### src/rtl/fpga_io_pkg.sv
// rtl/fpga_io_pkg.sv - shared constants and helpers for the board input conditioner
//
// Purpose: board-level input counts and the debounce counter width helper used by
//          debounce_cell and fpga_input_conditioner.
package fpga_io_pkg;

   localparam int NUM_SW                  = 16;
   localparam int NUM_BTN                 = 4;
   localparam int GROUP_W                 = 4;          // LEDs per button group
   localparam int DEBOUNCE_CYCLES_DEFAULT = 1_000_000;  // 10 ms at 100 MHz

   // Counter must hold values 0 .. n-1; never narrower than one bit.
   function automatic int cnt_width(input int n);
      return (n < 2) ? 1 : $clog2(n);
   endfunction

endpackage

### src/rtl/debounce_cell.sv
// rtl/debounce_cell.sv - 2-FF synchronizer, stability counter and rising-edge pulse for one input
//
// Purpose: conditions one asynchronous input into a clean level plus a one-cycle
//          pulse on each clean 0->1 transition.
// Ports:
//   clk        in   system clock
//   rst        in   synchronous active-high reset
//   din_raw    in   asynchronous raw input
//   dout_clean out  debounced level (registered)
//   rise_pulse out  one-cycle pulse following a clean 0->1 change (registered)
module debounce_cell
   import fpga_io_pkg::*;
#(
   parameter int DEBOUNCE_CYCLES = DEBOUNCE_CYCLES_DEFAULT
) (
   input  logic clk,
   input  logic rst,
   input  logic din_raw,
   output logic dout_clean,
   output logic rise_pulse
);

   localparam int            CW      = cnt_width(DEBOUNCE_CYCLES);
   localparam logic [CW-1:0] CNT_MAX = CW'(DEBOUNCE_CYCLES - 1);

   logic          s1_q, s2_q;
   logic          clean_q, clean_d;
   logic          rise_q;
   logic [CW-1:0] cnt_q, cnt_d;

   // Any edge where the synchronized input agrees with the clean level restarts
   // the count, so a glitch shorter than DEBOUNCE_CYCLES leaves no trace.
   always_comb begin
      cnt_d   = '0;
      clean_d = clean_q;
      if (s2_q != clean_q) begin
         if (cnt_q == CNT_MAX) begin
            clean_d = s2_q;
         end else begin
            cnt_d = cnt_q + 1'b1;
         end
      end
   end

   always_ff @(posedge clk) begin
      if (rst) begin
         s1_q    <= 1'b0;
         s2_q    <= 1'b0;
         cnt_q   <= '0;
         clean_q <= 1'b0;
         rise_q  <= 1'b0;
      end else begin
         s1_q    <= din_raw;
         s2_q    <= s1_q;
         cnt_q   <= cnt_d;
         clean_q <= clean_d;
         // Pulse is registered alongside the clean level it reports.
         rise_q  <= clean_d & ~clean_q;
      end
   end

   assign dout_clean = clean_q;
   assign rise_pulse = rise_q;

endmodule

### src/rtl/fpga_input_conditioner.sv
// rtl/fpga_input_conditioner.sv - debounced switches/buttons with press pulses and toggle mask
//
// Purpose: conditions raw slide switches and push buttons for the LED block and
//          produces the per-group off mask (momentary or toggle-latched).
// Ports:
//   clk         in   system clock
//   rst         in   synchronous active-high reset
//   sw_raw      in   asynchronous switch inputs [NUM_SW]
//   btn_raw     in   asynchronous button inputs [NUM_BTN]
//   mode_toggle in   0 = mask follows btn_clean, 1 = mask from toggle register (quasi-static)
//   sw_clean    out  debounced switch levels
//   btn_clean   out  debounced button levels
//   btn_press   out  one-cycle pulse per debounced button press
//   btn_mask    out  group-off mask for the LED block
module fpga_input_conditioner #(
   parameter int NUM_SW          = fpga_io_pkg::NUM_SW,
   parameter int NUM_BTN         = fpga_io_pkg::NUM_BTN,
   parameter int DEBOUNCE_CYCLES = fpga_io_pkg::DEBOUNCE_CYCLES_DEFAULT
) (
   input  logic               clk,
   input  logic               rst,
   input  logic [NUM_SW-1:0]  sw_raw,
   input  logic [NUM_BTN-1:0] btn_raw,
   input  logic               mode_toggle,
   output logic [NUM_SW-1:0]  sw_clean,
   output logic [NUM_BTN-1:0] btn_clean,
   output logic [NUM_BTN-1:0] btn_press,
   output logic [NUM_BTN-1:0] btn_mask
);

   logic [NUM_SW-1:0]  sw_rise_unused;
   logic [NUM_BTN-1:0] tgl_q, tgl_d;

   for (genvar i = 0; i < NUM_SW; i++) begin : g_sw
      debounce_cell #(.DEBOUNCE_CYCLES(DEBOUNCE_CYCLES)) u_cell (
         .clk        (clk),
         .rst        (rst),
         .din_raw    (sw_raw[i]),
         .dout_clean (sw_clean[i]),
         .rise_pulse (sw_rise_unused[i])
      );
   end

   for (genvar i = 0; i < NUM_BTN; i++) begin : g_btn
      debounce_cell #(.DEBOUNCE_CYCLES(DEBOUNCE_CYCLES)) u_cell (
         .clk        (clk),
         .rst        (rst),
         .din_raw    (btn_raw[i]),
         .dout_clean (btn_clean[i]),
         .rise_pulse (btn_press[i])
      );
   end

   // Toggle state advances regardless of mode so switching modes keeps it.
   assign tgl_d = tgl_q ^ btn_press;

   always_ff @(posedge clk) begin
      if (rst) begin
         tgl_q <= '0;
      end else begin
         tgl_q <= tgl_d;
      end
   end

   assign btn_mask = mode_toggle ? tgl_q : btn_clean;

endmodule

### config.mk
export PLATFORM = sky130hd
export DESIGN_NAME = fpga_input_conditioner
export DESIGN_NICKNAME = d
export VERILOG_FILES = /design/src/rtl/fpga_io_pkg.sv /design/src/rtl/debounce_cell.sv /design/src/rtl/fpga_input_conditioner.sv
export SDC_FILE = /design/constraint.sdc
export NUM_CORES = 1
export LEC_CHECK = 0
export CORE_AREA = 2 2 299 242
export CTS_CLUSTER_SIZE = 20
export DETAILED_ROUTE_END_ITERATION = 6
export DIE_AREA = 0 0 301 244
export PLACE_DENSITY = 0.47
export SYNTH_ARGS = -nofsm -noshare
export SYNTH_HDL_FRONTEND = slang
export SYNTH_HIERARCHICAL = 1
export SYNTH_SLANG_ARGS = --single-unit
### constraint.sdc
create_clock -name clk -period 3.03 [get_ports clk]
set_input_delay 0.4545 -clock clk [delete_from_list [all_inputs] [get_ports clk]]
set_output_delay 0.4545 -clock clk [all_outputs]
set_load 0.01 [all_outputs]
### Word level (Yosys, flattened, before mapping)

Index checks and enable logic that the tools add are counted.

* magnitude comparators: 0
* mux-type cells: 9
* multiply operators: 0
* shifts and indexed selects: 0
* equal/unequal tests: 40
* div/mod/pow operators: 0
* $add $sub $neg: 20
* reductions and logical operators: 36
* bitwise logic cells: 29

Operator list (number)
* 20-bit by 1-bit adder with 20-bit output, second input constant: 20
* 20-bit == test, second input constant: 20
* 3-bit OR reduction: 20
* 2-bit AND reduction: 16
* 1-bit NOT: 24
* 1-bit != test: 20
* 1-bit two-way mux: 8
* 1-bit bitwise AND: 4
* 4-bit two-way mux: 1
* 4-bit XOR: 1

* register bits: 468
* memories: 0
* bits in writable memories: 0
* output and inout bits: 28
* ROM bits: 0
* latch bits: 0
* input bits: 23

### Depth between registers and ports, before layout

Gate-level depths: netlist of the first run.

* depth after elaboration: 4
* depth in mapped cells: 9

### Cells and area by module

The synthesis of the first run kept the hierarchy.

By module, submodules not included
* debounce_cell at g_btn[0].u_cell ...: seq. area each 480.5 µm², cells each 117, instances 19, area an instance 1041.0 µm²
* debounce_cell at g_sw[9].u_cell: seq. area each 480.5 µm², cells each 115, instances 1, area an instance 1063.5 µm²
* fpga_input_conditioner: seq. area each 80.1 µm², cells each 16, instances 1, area an instance 175.2 µm²

### Worst setup path before layout of the first run

OpenSTA, ideal clock, no wires.

* kind: register -> register
* start: register g_btn[0].u_cell.cnt_q[0]
* end: register g_btn[0].u_cell.cnt_q[18]
* path buffers: 1
* data required time: 2.957 ns
* clock period less this slack: 1.929 ns
* setup slack: 1.101 ns
* data arrival time: 1.856 ns
* stages on the path, launching flop included: 7
* cells stage by stage: dfxtp_1 -> ha_1 -> nand2_1 -> or4_1 -> buf_2 -> or4_1 -> a21oi_1

* longest elaborated chain between the ends: 2
* elaborated cells between the ends (all ways): 3
* those cells by class: add/sub: 1; eq/ne: 1; reduce/logical: 1

Ends and longest elaborated chain
* start, declared: RTL line debounce_cell.sv:29 `logic [CW-1:0] cnt_q, cnt_d;`
* start signal, assigned: RTL line debounce_cell.sv:55 `cnt_q <= cnt_d;`
* branches (longest 2 deep; another with 20-bit by 1-bit adder with 20-bit output)

Parallel ways; which one is timed is not known.
A chain may end at the register's enable or synchronous reset.

### Worst setup path in the final report of the first run

* start: input mode_toggle
* end: output btn_mask[0]

* longest elaborated chain between the ends: 1

Ends and longest elaborated chain
* start, declared: RTL line fpga_input_conditioner.sv:24 `input logic mode_toggle,`
* 4-bit two-way mux: RTL line fpga_input_conditioner.sv:65 `assign btn_mask = mode_toggle ? tgl_q : btn_clean;`
* end, declared: RTL line fpga_input_conditioner.sv:28 `output logic [NUM_BTN-1:0] btn_mask`

No other way between the ends.

==> results.toml, run 1 <==
[status]
status = "finished clean"

[timing]
tns_ns = 0
finalSetupViolations = 0
clock.fmax_mhz = 433.0
hold_viol_final = 0
tightestPinTransition_ns = 0.7286
slew-limit-headroom_pct = 51.10
skew_ns = 0.01781
fin_crit_sh_pct = 76.22
rsz0062_at_grt = "no"
final_max_slew_viol_count = 0
timing.hold.ws_ns = 0.3767
final.min_clock_period_ns = 2.310

[pwr]
leakagePower_uw = 0.007201
ir_drop_mv = 0.3355
powerDensity_nw_per_um2 = 539.4

[global_route]
grt_remaining_overflow = 0
grt_pass1_vias = 15340
grt_max_degree = 32
antenna_found_initial = 0
grt_pass1_wl_mm = 72.08
track_usage_pct = 11.24

[worst_setup_path]
worst-r2r-cell-count = 5
crit_fanout = 4
cp.required_ns = 2.58
critPathTopFamily = "buffers and inverters"
cp_common_cell = "clkdlybuf4s50_1"
slowest_delay_ns = 0.56
critPathCaptureType = "primary output"
cp-start-kind = "input pin"
r2r_slack_ns = 0.82
timing.rr.end = "g_btn[1].u_cell/cnt_q[14]"
cp_num_cells = 3
slowest_stage = "clkdlybuf4s50_1"
criticalPathCategory = "input pin to primary output"
r2r_start = "g_btn[1].u_cell/cnt_q[12]"
cp_cell_sequence = "clkdlybuf4s50_1 > mux2_2 > clkdlybuf4s50_1"
cp.arrival_ns = 1.86
cp.buffers_inverters = 2
critPathLaunch = "mode_toggle"
worstSetupEndpoint = "btn_mask[0]"

[logic_synthesis]
syn_area_sq_um = 20590
yosys_warnings = 6
synthCells = 2321
synth.avg_cell_area_sq_um = 8.872
synthesis.nets = 2364

[placed_design]
gp_congestion = 0.7732
dp_hpwl_mm = 28.06
io_buffer_count = 50

[hold_path]
hold_path_class = "input pin to flop"

[cells_and_area]
diodes = 0
nNetsFinal = 2456
final_core_util_pct = 34.32
fillers = 7254
area_growth_pct = 17.03
drive_gt1_share_pct = 6.072

[drt]
num_vias = 16290
drt-wirelength-per-cell_um = 12.30
routed_wl_mm = 41.66
dr.first_iter.drc_count = 617
postRouteAntennaNets = 0
viasPerCell = 4.808
drcViolationCount = 0
drtPass1Iterations = 4

[clock_tree]
clk_pin_slew_ns = 0.06
htree_levels = 2
cts_buffers = 53
clockBufferDepth = 3
cts_tree = "yes"
cts-root-buf = "clkbuf_16"
holdBufCountCts = 0
postCtsSetupBuffers = 0
clk_latency_ns = 0.59
cts.repair.resized = 0
cts_sinks = 468

[floorplan]
initial_core_util_pct = 29.33
die_area_sq_um = 73440
die_h_um = 244
fp-row-count = 87
ioPinCount = 51
core_area_sq_um = 70210
die_w_um = 301

[run]
max_cap_viol_count = 0
==> how the worst min path moves through the flow <==
stage	start	end	slack, ns	cells after the start
final	rst	g_sw[11].u_cell/s2_q	0.38	2
after floorplan	g_btn[0].u_cell/s1_q	g_btn[0].u_cell/s2_q	0.41	1
after detailed placement	g_sw[2].u_cell/s1_q	g_sw[2].u_cell/s2_q	0.42	1
after global routing	rst	g_sw[11].u_cell/s2_q	0.36	2
after CTS	rst	g_sw[11].u_cell/s2_q	0.35	2
after global placement	g_sw[6].u_cell/s1_q	g_sw[6].u_cell/s2_q	0.42	1
==> layout make-up <==
type	count	area (sq um)	area share (%)
clock buffers	76	1585	6.579
clock inverters	20	229.0	0.9502
inverters	60	225.2	0.9346
multi-input cells	1751	10800	44.84
flip-flops and latches	468	9369	38.88
well taps	934	1169	4.850
repair buffers	79	715.7	2.970
==> through the flow <==
step	total power [uW]	instance area (sq um)	setup WS [ns]	instances
floorplan	6407	20590	1.101	2321
global placement	6501	22280	0.7202	3292
detailed placement	6504	22280	0.7121	3292
CTS	13310	24100	0.7082	3388
global route	13570	24100	0.6619	3388
finish	13000	24100	0.7205	3388
==> layer usage <==
metal / wire length [um] / track usage [%]
met2: 17480 / 17.05
met5: 0 / 0
met1: 21890 / 16.02
met4: 828 / 3.146
met3: 1458 / 2.337
==> power breakdown <==
part | total [uW] | internal, uW | switching (uW) | leakage [uW]
Combinational | 157 | 68.5 | 88.5 | 0.00251
Sequential | 6210 | 6190 | 20.2 | 0.00378
Clock | 6630 | 4040 | 2590 | 0.000911
Total | 13000 | 10300 | 2700 | 0.00720
==> state kept, by name, indices dropped and copies added, names as in the netlist <==
signal                   flops
g_sw.u_cell/cnt_q          320
g_btn.u_cell/cnt_q          80
g_btn.u_cell/s1_q            4
g_btn.u_cell/s2_q            4
g_sw.u_cell/dout_clean      16
g_btn.u_cell/rise_pulse      4
g_sw.u_cell/s1_q            16
tgl_q                        4
g_btn.u_cell/dout_clean      4
g_sw.u_cell/s2_q            16
==> layout by cell type, fill, tap and decap left out, drive strengths merged, types with 4 or more instances in the layout <==
cell and n:
bufinv 5, nor3 60, nand2 155, or3 100
a21oi 140, nor4 24, and4 20, o21ai 100
ha 20, nand4 100, xor2 100, inv 61
clkinv 14, nor2b 59, and3 60, clkbuf 76
xnor2 164, nand3 141, dfxtp 468, buf 30
nor3b 19, clkdlybuf4s50 49, mux2 4, nor2 284
or4 99, nor4b 38, o31ai 58
(Power assumes the default switching activity.)
==> inputs of run 2 (changes only) <==
==> constraint.sdc (replaced) <==
create_clock -name clk -period 2.14 [get_ports clk]
set_input_delay 0.321 -clock clk [delete_from_list [all_inputs] [get_ports clk]]
set_output_delay 0.321 -clock clk [all_outputs]
set_load 0.01 [all_outputs]
==> results.toml, run 2 (synthesized netlist as in run 1, its figures left out) <==
[pwr]
power_uw = 18500
leakagePower_uw = 0.007457
powerDensity_nw_per_um2 = 755.0
ir_drop_mv = 0.4087

[floorplan]
die_area_sq_um = 73440
fp-row-count = 87
ioPinCount = 51
initial_core_util_pct = 29.33
die_h_um = 244
core_area_sq_um = 70210
die_w_um = 301

[worst_setup_path]
cp.arrival_ns = 1.74
r2r_start = "g_btn[0].u_cell/cnt_q[3]"
crit_fanout = 5
criticalPathCategory = "flop to primary output"
critPathCaptureType = "primary output"
critPathLaunch = "g_btn[2].u_cell/dout_clean"
cp-start-kind = "flop"
cp.required_ns = 1.82

[cells_and_area]
area_growth_pct = 18.98
largest_reg_flops = 320
layout_common_cells = "467 x dfxtp_1, 284 x nor2_1, 164 x xnor2_1"
drive_gt1_share_pct = 8.157
nNetsFinal = 2500
final_common_cell = "dfxtp_1"
layout_top_registers = "g_sw.u_cell/cnt_q x320, g_btn.u_cell/cnt_q x80"
diodes = 0
max_flop_register = "g_sw.u_cell/cnt_q"

[clock_tree]
clockBufferDepth = 3
cts_buffers = 53
clk_pin_slew_ns = 0.06
cts.repair.resized = 0
cts_tree = "yes"
cts_sinks = 468
htree_levels = 2
holdBufCountCts = 0
postCtsSetupBuffers = 0
cts-root-buf = "clkbuf_16"
clk_latency_ns = 0.58

[placed_design]
gp_congestion = 0.7701
dp_hpwl_mm = 28.56
io_buffer_count = 50

[drt]
dr.first_iter.drc_count = 514
drt-wirelength-per-cell_um = 12.29
postRouteAntennaNets = 0
viasPerCell = 4.791
num_vias = 16460
drcViolationCount = 0
routed_wl_mm = 42.21
drtPass1Iterations = 5

[timing]
tightestPinTransition_ns = 0.5108
fin_crit_sh_pct = 96.48
final.min_clock_period_ns = 2.065
tns_ns = 0
hold_viol_final = 0
clock.fmax_mhz = 484.4
rsz0062_at_grt = "no"
final_max_slew_viol_count = 0
finalSetupViolations = 0
skew_ns = 0.01053
slew-limit-headroom_pct = 65.47

[global_route]
antenna_found_initial = 0
use_met2_pct = 17.94
use_met3_pct = 2.265
grt_pass1_wl_mm = 74.20
grt_remaining_overflow = 0
grt_max_degree = 35
track_usage_pct = 11.50
gr-max-usage-layer = "met2"
grt_use_met1_pct = 16.05
grt_pass1_vias = 15870

[run]
max_cap_viol_count = 0

[hold_path]
hold_path_startpoint = "rst"
hold_path_class = "input pin to flop"

[status]
status = "finished clean"
[run 2: cell types whose count changed in the layout (fill, tap and decap cells not counted), sizes merged]
cell | before | now
buf | 30 | 74
bufinv | 5 | 6
clkinv | 14 | 17
inv | 61 | 63
clkinvlp | 0 | 3
clkbuf | 76 | 70
[run 2: power breakdown]
| group | switching (uW) | internal [uW] |
|---|---|---|
| logic | 125 | 102 |
| registers | 27.9 | 8760 |
| clock network | 3750 | 5730 |
[run 2: path summary, 6_finish.rpt]
path	cells past startpoint	slack [ns]	to
worst min register to register	1	0.43	g_sw[2].u_cell/s2_q
worst max-delay path	2	0.08	btn_mask[2]
worst min-delay path	2	0.14	g_sw[13].u_cell/s2_q
worst max register to register	4	0.12	g_btn[0].u_cell/cnt_q[18]
[run 2: metal layers]
metal / share of wire, % / up-vias
li1: - / 8605
met1: 52 / 7653
met2: 42 / 132
met3: 3.3 / 68
met4: 2.1 / 0
met5: 0 / -
[run 2: metrics by stage]
stage / instances / hold WS (ns) / setup WS, ns / cell area, sq um / util [%]
finish: 3435 / 0.1384 / 0.07540 / 24500 / 34.89
global route: 3435 / 0.1388 / 0.0008792 / 24500 / 34.89
CTS: 3435 / 0.1055 / 0.01177 / 24480 / 34.86
detailed placement: 3336 / 0.4231 / 0.09433 / 22640 / 32.24
global placement: 3336 / 0.4193 / 0.09286 / 22640 / 32.24
floorplan: 2321 / 0.3901 / 0.2112 / 20590 / -
[run 2: layout make-up]
cell class | instances | area [sq um]
Tap cell | 934 | 1169
Clock inverter | 29 | 317.8
Clock buffer | 70 | 1523
Fill cell | 7115 | 45710
Inverter | 60 | 225.2
Sequential cell | 468 | 9370
Timing Repair Buffer | 123 | 1071
Multi-Input combinational cell | 1751 | 10820
[run 2: critical path, stage by stage (launching register included)]
cell	delay (ns)
dfxtp_1	0.44
mux2_2	0.19
clkdlybuf4s50_1	0.53
